`src/rtl/cellrv32_cpu_cp_dispatch_pkg.sv`:
```
// Shared types and constants for the CPU co-processor dispatch logic.
// Index widths are sized so that one out-of-range select value is always representable.
package cellrv32_package;

    // Bits needed to hold the value n; NUM_CP itself must fit so illegal selects can be expressed.
    function automatic int unsigned index_size_f(input int unsigned n);
        int unsigned w;
        w = 1;
        while ((64'd1 << w) <= 64'(n)) begin
            w++;
        end
        return w;
    endfunction

    localparam int unsigned CP_NUM_DEFAULT = 8;
    localparam int unsigned CP_SEL_W       = index_size_f(CP_NUM_DEFAULT);

    localparam int unsigned CP_SEL_SHIFTER  = 0;
    localparam int unsigned CP_SEL_MULDIV   = 1;
    localparam int unsigned CP_SEL_BITMANIP = 2;
    localparam int unsigned CP_SEL_FPU      = 3;
    localparam int unsigned CP_SEL_CFU      = 4;
    localparam int unsigned CP_SEL_CONDOPS  = 5;

    typedef enum logic [1:0] {
        CP_IDLE,
        CP_RUN,
        CP_RESULT
    } cp_disp_state_t;

endpackage

```
`src/rtl/cellrv32_cpu_cp_dispatch_res_or.sv`:
```
// OR-reduction of the flattened co-processor result buses into one XLEN word.
// Idle co-processors drive zero, so the OR yields the active unit's result.
module cellrv32_cpu_cp_res_or
    import cellrv32_package::*;
#(
    parameter int unsigned XLEN   = 32,
    parameter int unsigned NUM_CP = CP_NUM_DEFAULT
) (
    input  logic [NUM_CP*XLEN-1:0] res_bus,
    output logic [XLEN-1:0]        res
);

    always_comb begin
        res = '0;
        for (int unsigned k = 0; k < NUM_CP; k++) begin
            res = res | res_bus[k*XLEN +: XLEN];
        end
    end

endmodule

```
`src/rtl/cellrv32_cpu_cp_dispatch.sv`:
```
// CPU-side co-processor dispatcher: one-hot start, wait for valid, capture the OR'd result.
// Optional hang timeout in RUN is enabled by defining CELLRV32_CP_TIMEOUT_EN.
module cellrv32_cpu_cp_dispatch
    import cellrv32_package::*;
#(
    parameter int unsigned XLEN         = 32,
    parameter int unsigned NUM_CP       = 8,
    parameter int unsigned TIMEOUT_LOG2 = 7
) (
    input  logic                             clk_i,
    input  logic                             rstn_i,
    input  logic                             req_i,
    input  logic [index_size_f(NUM_CP)-1:0]  sel_i,
    input  logic                             trap_i,
    output logic [NUM_CP-1:0]                cp_start_o,
    input  logic [NUM_CP-1:0]                cp_valid_i,
    input  logic [NUM_CP*XLEN-1:0]           cp_res_i,
    output logic [XLEN-1:0]                  res_o,
    output logic                             done_o,
    output logic                             busy_o,
    output logic                             err_o
);

    localparam int unsigned SEL_W = index_size_f(NUM_CP);

    if (NUM_CP < 1 || NUM_CP > 16 || TIMEOUT_LOG2 < 1 || TIMEOUT_LOG2 > 30) begin : g_bad_cfg
        $error("cellrv32_cpu_cp_dispatch: NUM_CP must be 1..16, TIMEOUT_LOG2 1..30");
    end

    cp_disp_state_t    state_q;
    logic [SEL_W-1:0]  sel_q;
    logic [XLEN-1:0]   res_q;
    logic              done_q;
    logic              err_q;

    logic              sel_legal;
    logic [NUM_CP-1:0] start_dec;
    logic [NUM_CP-1:0] start_vec;
    logic              valid_fast;
    logic              valid_run;
    logic [XLEN-1:0]   res_or;

    cellrv32_cpu_cp_res_or #(
        .XLEN   (XLEN),
        .NUM_CP (NUM_CP)
    ) u_res_or (
        .res_bus (cp_res_i),
        .res     (res_or)
    );

    // Start only from IDLE with a legal select; a trap or reset suppresses it.
    assign sel_legal  = (sel_i < SEL_W'(NUM_CP));
    assign start_dec  = NUM_CP'(1) << sel_i;
    assign start_vec  = (rstn_i && (state_q == CP_IDLE) && req_i && !trap_i && sel_legal)
                        ? start_dec : '0;
    assign valid_fast = |(cp_valid_i & start_vec);

    always_comb begin
        valid_run = 1'b0;
        for (int unsigned k = 0; k < NUM_CP; k++) begin
            if (sel_q == SEL_W'(k)) begin
                valid_run = cp_valid_i[k];
            end
        end
    end

`ifdef CELLRV32_CP_TIMEOUT_EN
    localparam int unsigned CNT_W = TIMEOUT_LOG2 + 1;
    logic [CNT_W-1:0] cnt_q;
    logic [CNT_W-1:0] cnt_inc;
    assign cnt_inc = cnt_q + CNT_W'(1);
`endif

    always_ff @(posedge clk_i or negedge rstn_i) begin
        if (!rstn_i) begin
            state_q <= CP_IDLE;
            sel_q   <= '0;
            res_q   <= '0;
            done_q  <= 1'b0;
            err_q   <= 1'b0;
`ifdef CELLRV32_CP_TIMEOUT_EN
            cnt_q   <= '0;
`endif
        end else begin
            done_q <= 1'b0;
            err_q  <= 1'b0;
            case (state_q)
                CP_IDLE: begin
                    if (req_i && !trap_i) begin
                        if (!sel_legal) begin
                            err_q <= 1'b1;
                        end else begin
                            sel_q   <= sel_i;
                            state_q <= valid_fast ? CP_RESULT : CP_RUN;
`ifdef CELLRV32_CP_TIMEOUT_EN
                            cnt_q   <= '0;
`endif
                        end
                    end
                end
                CP_RUN: begin
`ifdef CELLRV32_CP_TIMEOUT_EN
                    cnt_q <= cnt_inc;
`endif
                    if (trap_i) begin
                        state_q <= CP_IDLE;
                    end else if (valid_run) begin
                        state_q <= CP_RESULT;
`ifdef CELLRV32_CP_TIMEOUT_EN
                    end else if (cnt_inc[CNT_W-1]) begin
                        state_q <= CP_IDLE;
                        err_q   <= 1'b1;
`endif
                    end
                end
                CP_RESULT: begin
                    state_q <= CP_IDLE;
                    if (!trap_i) begin
                        res_q  <= res_or;
                        done_q <= 1'b1;
                    end
                end
                default: state_q <= CP_IDLE;
            endcase
        end
    end

    assign cp_start_o = start_vec;
    assign res_o      = res_q;
    assign done_o     = done_q;
    assign err_o      = err_q;
    assign busy_o     = (state_q != CP_IDLE);

endmodule

```
`config.mk`:
```
export PLATFORM = sky130hd
export DESIGN_NAME = cellrv32_cpu_cp_dispatch
export DESIGN_NICKNAME = d
export VERILOG_FILES = /design/src/rtl/cellrv32_cpu_cp_dispatch_pkg.sv /design/src/rtl/cellrv32_cpu_cp_dispatch_res_or.sv /design/src/rtl/cellrv32_cpu_cp_dispatch.sv
export SDC_FILE = /design/constraint.sdc
export NUM_CORES = 1
export LEC_CHECK = 0
export ABC_CLOCK_PERIOD_IN_PS = 3700
export CAP_MARGIN = 30
export CELL_PAD_IN_SITES_DETAIL_PLACEMENT = 0
export CELL_PAD_IN_SITES_GLOBAL_PLACEMENT = 1
export CORE_MARGIN = 3
export CORE_UTILIZATION = 16
export CTS_CLUSTER_DIAMETER = 120
export DETAILED_ROUTE_END_ITERATION = 6
export HOLD_SLACK_MARGIN = 0.06
export PLACE_DENSITY_LB_ADDON = 0.08
export SLEW_MARGIN = 20
export SYNTH_ARGS = -nofsm -noshare
export SYNTH_HDL_FRONTEND = slang
export SYNTH_HIERARCHICAL = 1
export SYNTH_SLANG_ARGS = --single-unit
```
`constraint.sdc`:
```
create_clock -name clk_i -period 3.7 [get_ports clk_i]
set_clock_uncertainty 0.15 [all_clocks]
set_input_delay 0.555 -clock clk_i [delete_from_list [all_inputs] [get_ports clk_i]]
set_output_delay 0.555 -clock clk_i [all_outputs]
set_load 0.01 [all_outputs]
```
=== After elaboration in Yosys (flattened, before gate mapping) ===
Cells that the tools add are included.

* Bits in registers: 40
* Latch bits: 0
* Memory bits (writable): 0
* ROM bits: 0
* Bits of input ports: 272
* Output and inout port bits: 43
* Word-level logic and storage cells: 61
* Memories: 0

* Add/subtract/negate cells: 0
* $mul: 0
* Divide/modulo/power cells: 0
* Magnitude comparators: 1
* Equality and inequality tests: 12
* Shift operators: 1
* Muxes and demuxes: 20
* Bitwise operators: 9
* Reductions and logical operators: 13

{| class="wikitable"
|+ Operator list
! cell !! number
|-
| $or 32x32->32 || 7
|-
| $eq 4x3->1 const B || 4
|-
| $mux 1 || 13
|-
| $mux 2 || 5
|-
| $and 8x8->8 || 1
|-
| $eq 4x2->1 const B || 2
|-
| $mux 8 || 1
|-
| $reduce_or 8->1 || 1
|-
| $shl 1x4->8 const A || 1
|-
| $reduce_and 3->1 || 2
|-
| $logic_and 1x1->1 || 5
|-
| $eq 4x1->1 const B || 1
|-
| $logic_not 4->1 || 1
|-
| $lt 4x4->1 const B || 1
|-
| $pmux 2 s2 || 1
|-
| $ne 3x3->1 const B || 1
|-
| $eq 2x1->1 const B || 1
|-
| $eq 2x2->1 const B || 1
|-
| $logic_not 2->1 || 1
|-
| $ne 2x1->1 const B || 1
|-
| $ne 2x2->1 const B || 1
|-
| $reduce_and 2->1 || 1
|-
| $reduce_bool 2->1 || 1
|-
| $logic_not 1->1 || 1
|-
| $not 1->1 || 1
|}

=== Depth between registers and ports, before layout ===
Gate-level depths: netlist of run 1.

* Depth after elaboration: 12
* Depth in mapped cells: 5
* Gate-level depth less buffers: 4

=== Modules after synthesis ===
The synthesis of run 1 kept the hierarchy.

{| class="wikitable"
|+ By module, submodules not included
! module !! instances !! cells an instance !! area each (µm²) !! seq. area each (µm²)
|-
| cellrv32_cpu_cp_dispatch || 1 || 123 || 1,734.2 || 1,001.0
|-
| cellrv32_cpu_cp_res_or || 1 || 96 || 520.5 || 0.0
|}

=== Least setup slack after synthesis of run 1 ===
OpenSTA, ideal clock, no wires.

* Path type: reg-to-output
* Start: register state_q[1]
* End: output cp_start_o[0]
* Arrival time: 1,528 ps
* Data required time: 2,995 ps
* Path slack: 1,467 ps
* Cell stages (with the launch flop): 5
* Buffers on the path: 0
* Cell sequence: dfrtp_1 or2_1 nor3_4 nand3b_1 nor4_1

* Cells in the longest elaborated chain, start to end: 6

{| class="wikitable"
|+ Ends and longest elaborated chain
! element !! line !! text
|-
| start, declared || cellrv32_cpu_cp_dispatch.sv:30 || <nowiki>cp_disp_state_t state_q;</nowiki>
|-
| start signal, assigned || cellrv32_cpu_cp_dispatch.sv:94 || <nowiki>state_q <= valid_fast ? CP_RESULT : CP_RUN;</nowiki>
|-
| $logic_not 2->1 || cellrv32_cpu_cp_dispatch.sv:54 || <nowiki>assign start_vec = (rstn_i && (state_q == CP_IDLE) && req_i && !trap_i && sel_legal)</nowiki>
|-
| $logic_and 1x1->1 (4 in series) || cellrv32_cpu_cp_dispatch.sv:54 ||
|-
| $mux 8 || cellrv32_cpu_cp_dispatch.sv:55 || <nowiki>? start_dec : '0;</nowiki>
|-
| end, declared || cellrv32_cpu_cp_dispatch.sv:15 || <nowiki>output logic [NUM_CP-1:0] cp_start_o,</nowiki>
|}

Every way passes these cells.

=== Final worst setup path of run 1 ===
* Start: input trap_i
* End: output cp_start_o[2]

* Cells in the longest elaborated chain, start to end: 4

{| class="wikitable"
|+ Ends and longest elaborated chain
! element !! line !! text
|-
| start, declared || cellrv32_cpu_cp_dispatch.sv:14 || <nowiki>input logic trap_i,</nowiki>
|-
| $logic_not 1->1 || -- ||
|-
| $logic_and 1x1->1 (2 in series) || cellrv32_cpu_cp_dispatch.sv:54 ||
|-
| $mux 8 || cellrv32_cpu_cp_dispatch.sv:55 ||
|}

Every way passes these cells.

==> results of run 1 <==
-- through the flow --
step           std cells  power (W)
6_report             716   0.002078
5_1_grt              716   0.002206
4_1_cts              715   0.002127
3_5_place_dp         707   0.001687
3_3_place_gp         707   0.001677
2_1_floorplan        219  0.0009668
-- worst paths after layout --
check | start | to | slack (ns) | cells past startpoint
min in group clk_i | res_o[4] | res_o[4] | 0.35 | 1
hold / removal | rstn_i | sel_q[2] | 0.23 | 2
setup reg to reg | state_q[1] | state_q[0] | 1.91 | 4
setup / recovery | trap_i | cp_start_o[2] | 0.38 | 6
max in group asynchronous | rstn_i | res_o[2] | 2.78 | 2
hold reg to reg | res_o[4] | res_o[4] | 0.35 | 1
-- synth_stat cells, drive strengths merged, types with 2 or more instances --
cell type,count
nor4,67
nand3b,2
nor2,6
dfrtp,40
buf,5
nand3,2
mux2i,5
inv,2
nand2b,2
nor3,5
nand2,35
mux2,36
-- per-layer routing --
metal,routed length [µm],GRT usage [%],up-vias
met3,1066,4.545,8
li1,-,-,1505
met5,0,0,-
met2,6677,29.26,156
met1,3754,12.81,1378
met4,150,2.772,0
-- power by group --
group | switching, W | internal (W)
sequential | 0.0000841 | 0.000604
clock | 0.000157 | 0.000269
combinational | 0.000306 | 0.000658
-- cells by family after synthesis --
| logic type | count (synthesis) | share of synthesized area, % |
|---|---|---|
| AND/OR/NAND/NOR | 124 | 30.58 |
| multiplexers | 42 | 21.20 |
| flip-flops | 40 | 44.40 |
| buffers and inverters | 7 | 1.554 |
| AO/OA/AOI/OAI | 6 | 2.275 |
-- final cells by class --
class,instances,share of cell area (%)
well taps,176,3.821
multi-input cells,172,21.25
inverters,2,0.1303
clock buffers,8,2.540
flip-flops and latches,40,17.37
repair buffers,317,54.84
diodes,1,0.04342
-- layout by cell type (no fill, tap or decap), types with 2 or more instances in the layout --
master           instances
nor3_1                   4
clkbuf_16                5
mux2_2                  36
clkbuf_1                 2
buf_4                    3
clkdlybuf4s50_1        313
nand2_1                 35
inv_1                    2
nand3b_1                 2
nand2b_1                 2
nor4_1                  67
nor2_1                   6
mux2i_1                  5
dfrtp_1                 40
nand3_1                  2
-- registers in the layout, indices dropped and copies added (netlist names) --
name and count:
done_o 1, err_o 1, res_o 32, sel_q 4, state_q 2
-- worst register-to-register path: cells and delay by family, from the launching register on --
| family | cells | cell delay, ns |
|---|---|---|
| AOI/OAI and AO/OA | 2 | 0.47 |
| DFF | 1 | 0.40 |
| and+or+nand+nor | 2 | 0.65 |
==> results.yml, run 1 <==
sta:
  final.setup.worst_slack_ns: 0.3842
  hold_viol: 0
  slew_violations: 0
  fmax_mhz: 301.6
  tns_ns: 0
  holdWs_ns: 0.2348
  relSlewSlack_pct: 64.36
  finalSetupViolCount: 0
  fin_crit_sh_pct: 89.62
  rsz0062_at_grt: "false"
  tightest_slew_ns: 0.5346
  min_period_ns: 3.316
yosys:
  yosys-top-cells-area: "dfrtp_1 (44%), nor4_1 (19%), mux2_2 (18%)"
  syn_area_um2: 2255
  synth_area_leader_cell: "dfrtp_1"
  synth_edf_count: 0
  synth_top_area_share_pct: 44.40
  async_flop_share_pct: 100.0
  yosys_warnings: 6
  ys_ff_latch: 40
  yosysSeqAreaShare_pct: 44.40
  ys_types: 26
  synth_flop_cell: "dfrtp_1"
  syn_inst: 219
  avgSynthCellArea_um2: 10.30
  synth_nets: 491
drt:
  vias: 3047
  dr.pass1.iters: 4
  drc: 0
  routedWlPerCell_um: 16.27
  viasPerCell: 4.256
  final_antenna_net_count: 0
  drt_wl_total_um: 11650
  drtIter0Drc: 49
clocking:
  clock-sinks: 40
  cts_buffers: 5
  postCtsSetupRepairBufs: 0
  cts_root_buf: "clkbuf_16"
  clock_latency_ns: 0.27
  htreeDepth: 2
  cts.clk_slew.worst_paths_ns: 0.06
  cts_buffer_depth: 2
  hold_buffers: 0
  cts_tree: "yes"
  ctsResizeCount: 0
global_routing:
  grt_max_degree: 42
  grt_pass1_wl_um: 17350
  antenna_found_initial: 1
  grt_pass1_vias: 3281
  overflow: 0
  grt_use_total_pct: 13.97
floorplanning:
  die_h_um: 124.7
  rows: 42
  core_um2: 13510
  ios: 315
  start_util_pct: 16.69
  die_area_um2: 15550
  die_x_um: 124.7
placed_design:
  place_area_um2: 5614
  pre_cts_slack_ns: 0.3304
  place_hpwl_um: 10480
  place.gp.congestion: 0.8796
  port_buffers: 314
run_status:
  status: "complete, no violations"
layout:
  final_cell_area_um2: 5763
  multi_input_area_um2: 1225
  drive_gt1_share_pct: 9.647
  syn_to_final_growth_pct: 155.6
  final_util_pct: 42.67
  regArea_um2: 1001
  fillers: 1312
  final_nets: 810
min_path:
  hp-class: "input pin to asynchronous set/reset pin"
setup_path:
  crit_required_ns: 2.99
  cp-start-kind: "input pin"
  cp_max_fo: 8
  end_kind: "primary output"
  cpMostUsedCell: "clkdlybuf4s50_1"
  crit_type: "input pin to primary output"
  path_cells: "clkdlybuf4s50_1 > nand2b_1 > nor3_4 > nand3_1 > nor4_1 > clkdlybuf4s50_1"
  crit_buf_inv: 2
  slowest_delay_ns: 0.59
  arrival_ns: 2.61
  cpLargestDelayFamily: "buffers and inverters"
  critPathSlowestCell: "clkdlybuf4s50_1"
power_and_ir_drop:
  peakVddDrop_mv: 0.1900
  power_density_nw_per_um2: 360.5
  leakage_nw: 2.011
job:
  drv_cap: 0
Note: power is estimated with default switching activity, not from simulation.
==> inputs of run 2 (changes only) <==
--- a/config.mk
+++ b/config.mk
@@ -12,6 +12,7 @@
 export CORE_MARGIN = 3
 export CORE_UTILIZATION = 16
 export CTS_CLUSTER_DIAMETER = 120
+export CTS_CLUSTER_SIZE = 8
 export DETAILED_ROUTE_END_ITERATION = 6
 export HOLD_SLACK_MARGIN = 0.06
 export PLACE_DENSITY_LB_ADDON = 0.08
==> results of run 2 <==
Same layout as run 1: the final DEF is identical, and so are final timing and power.
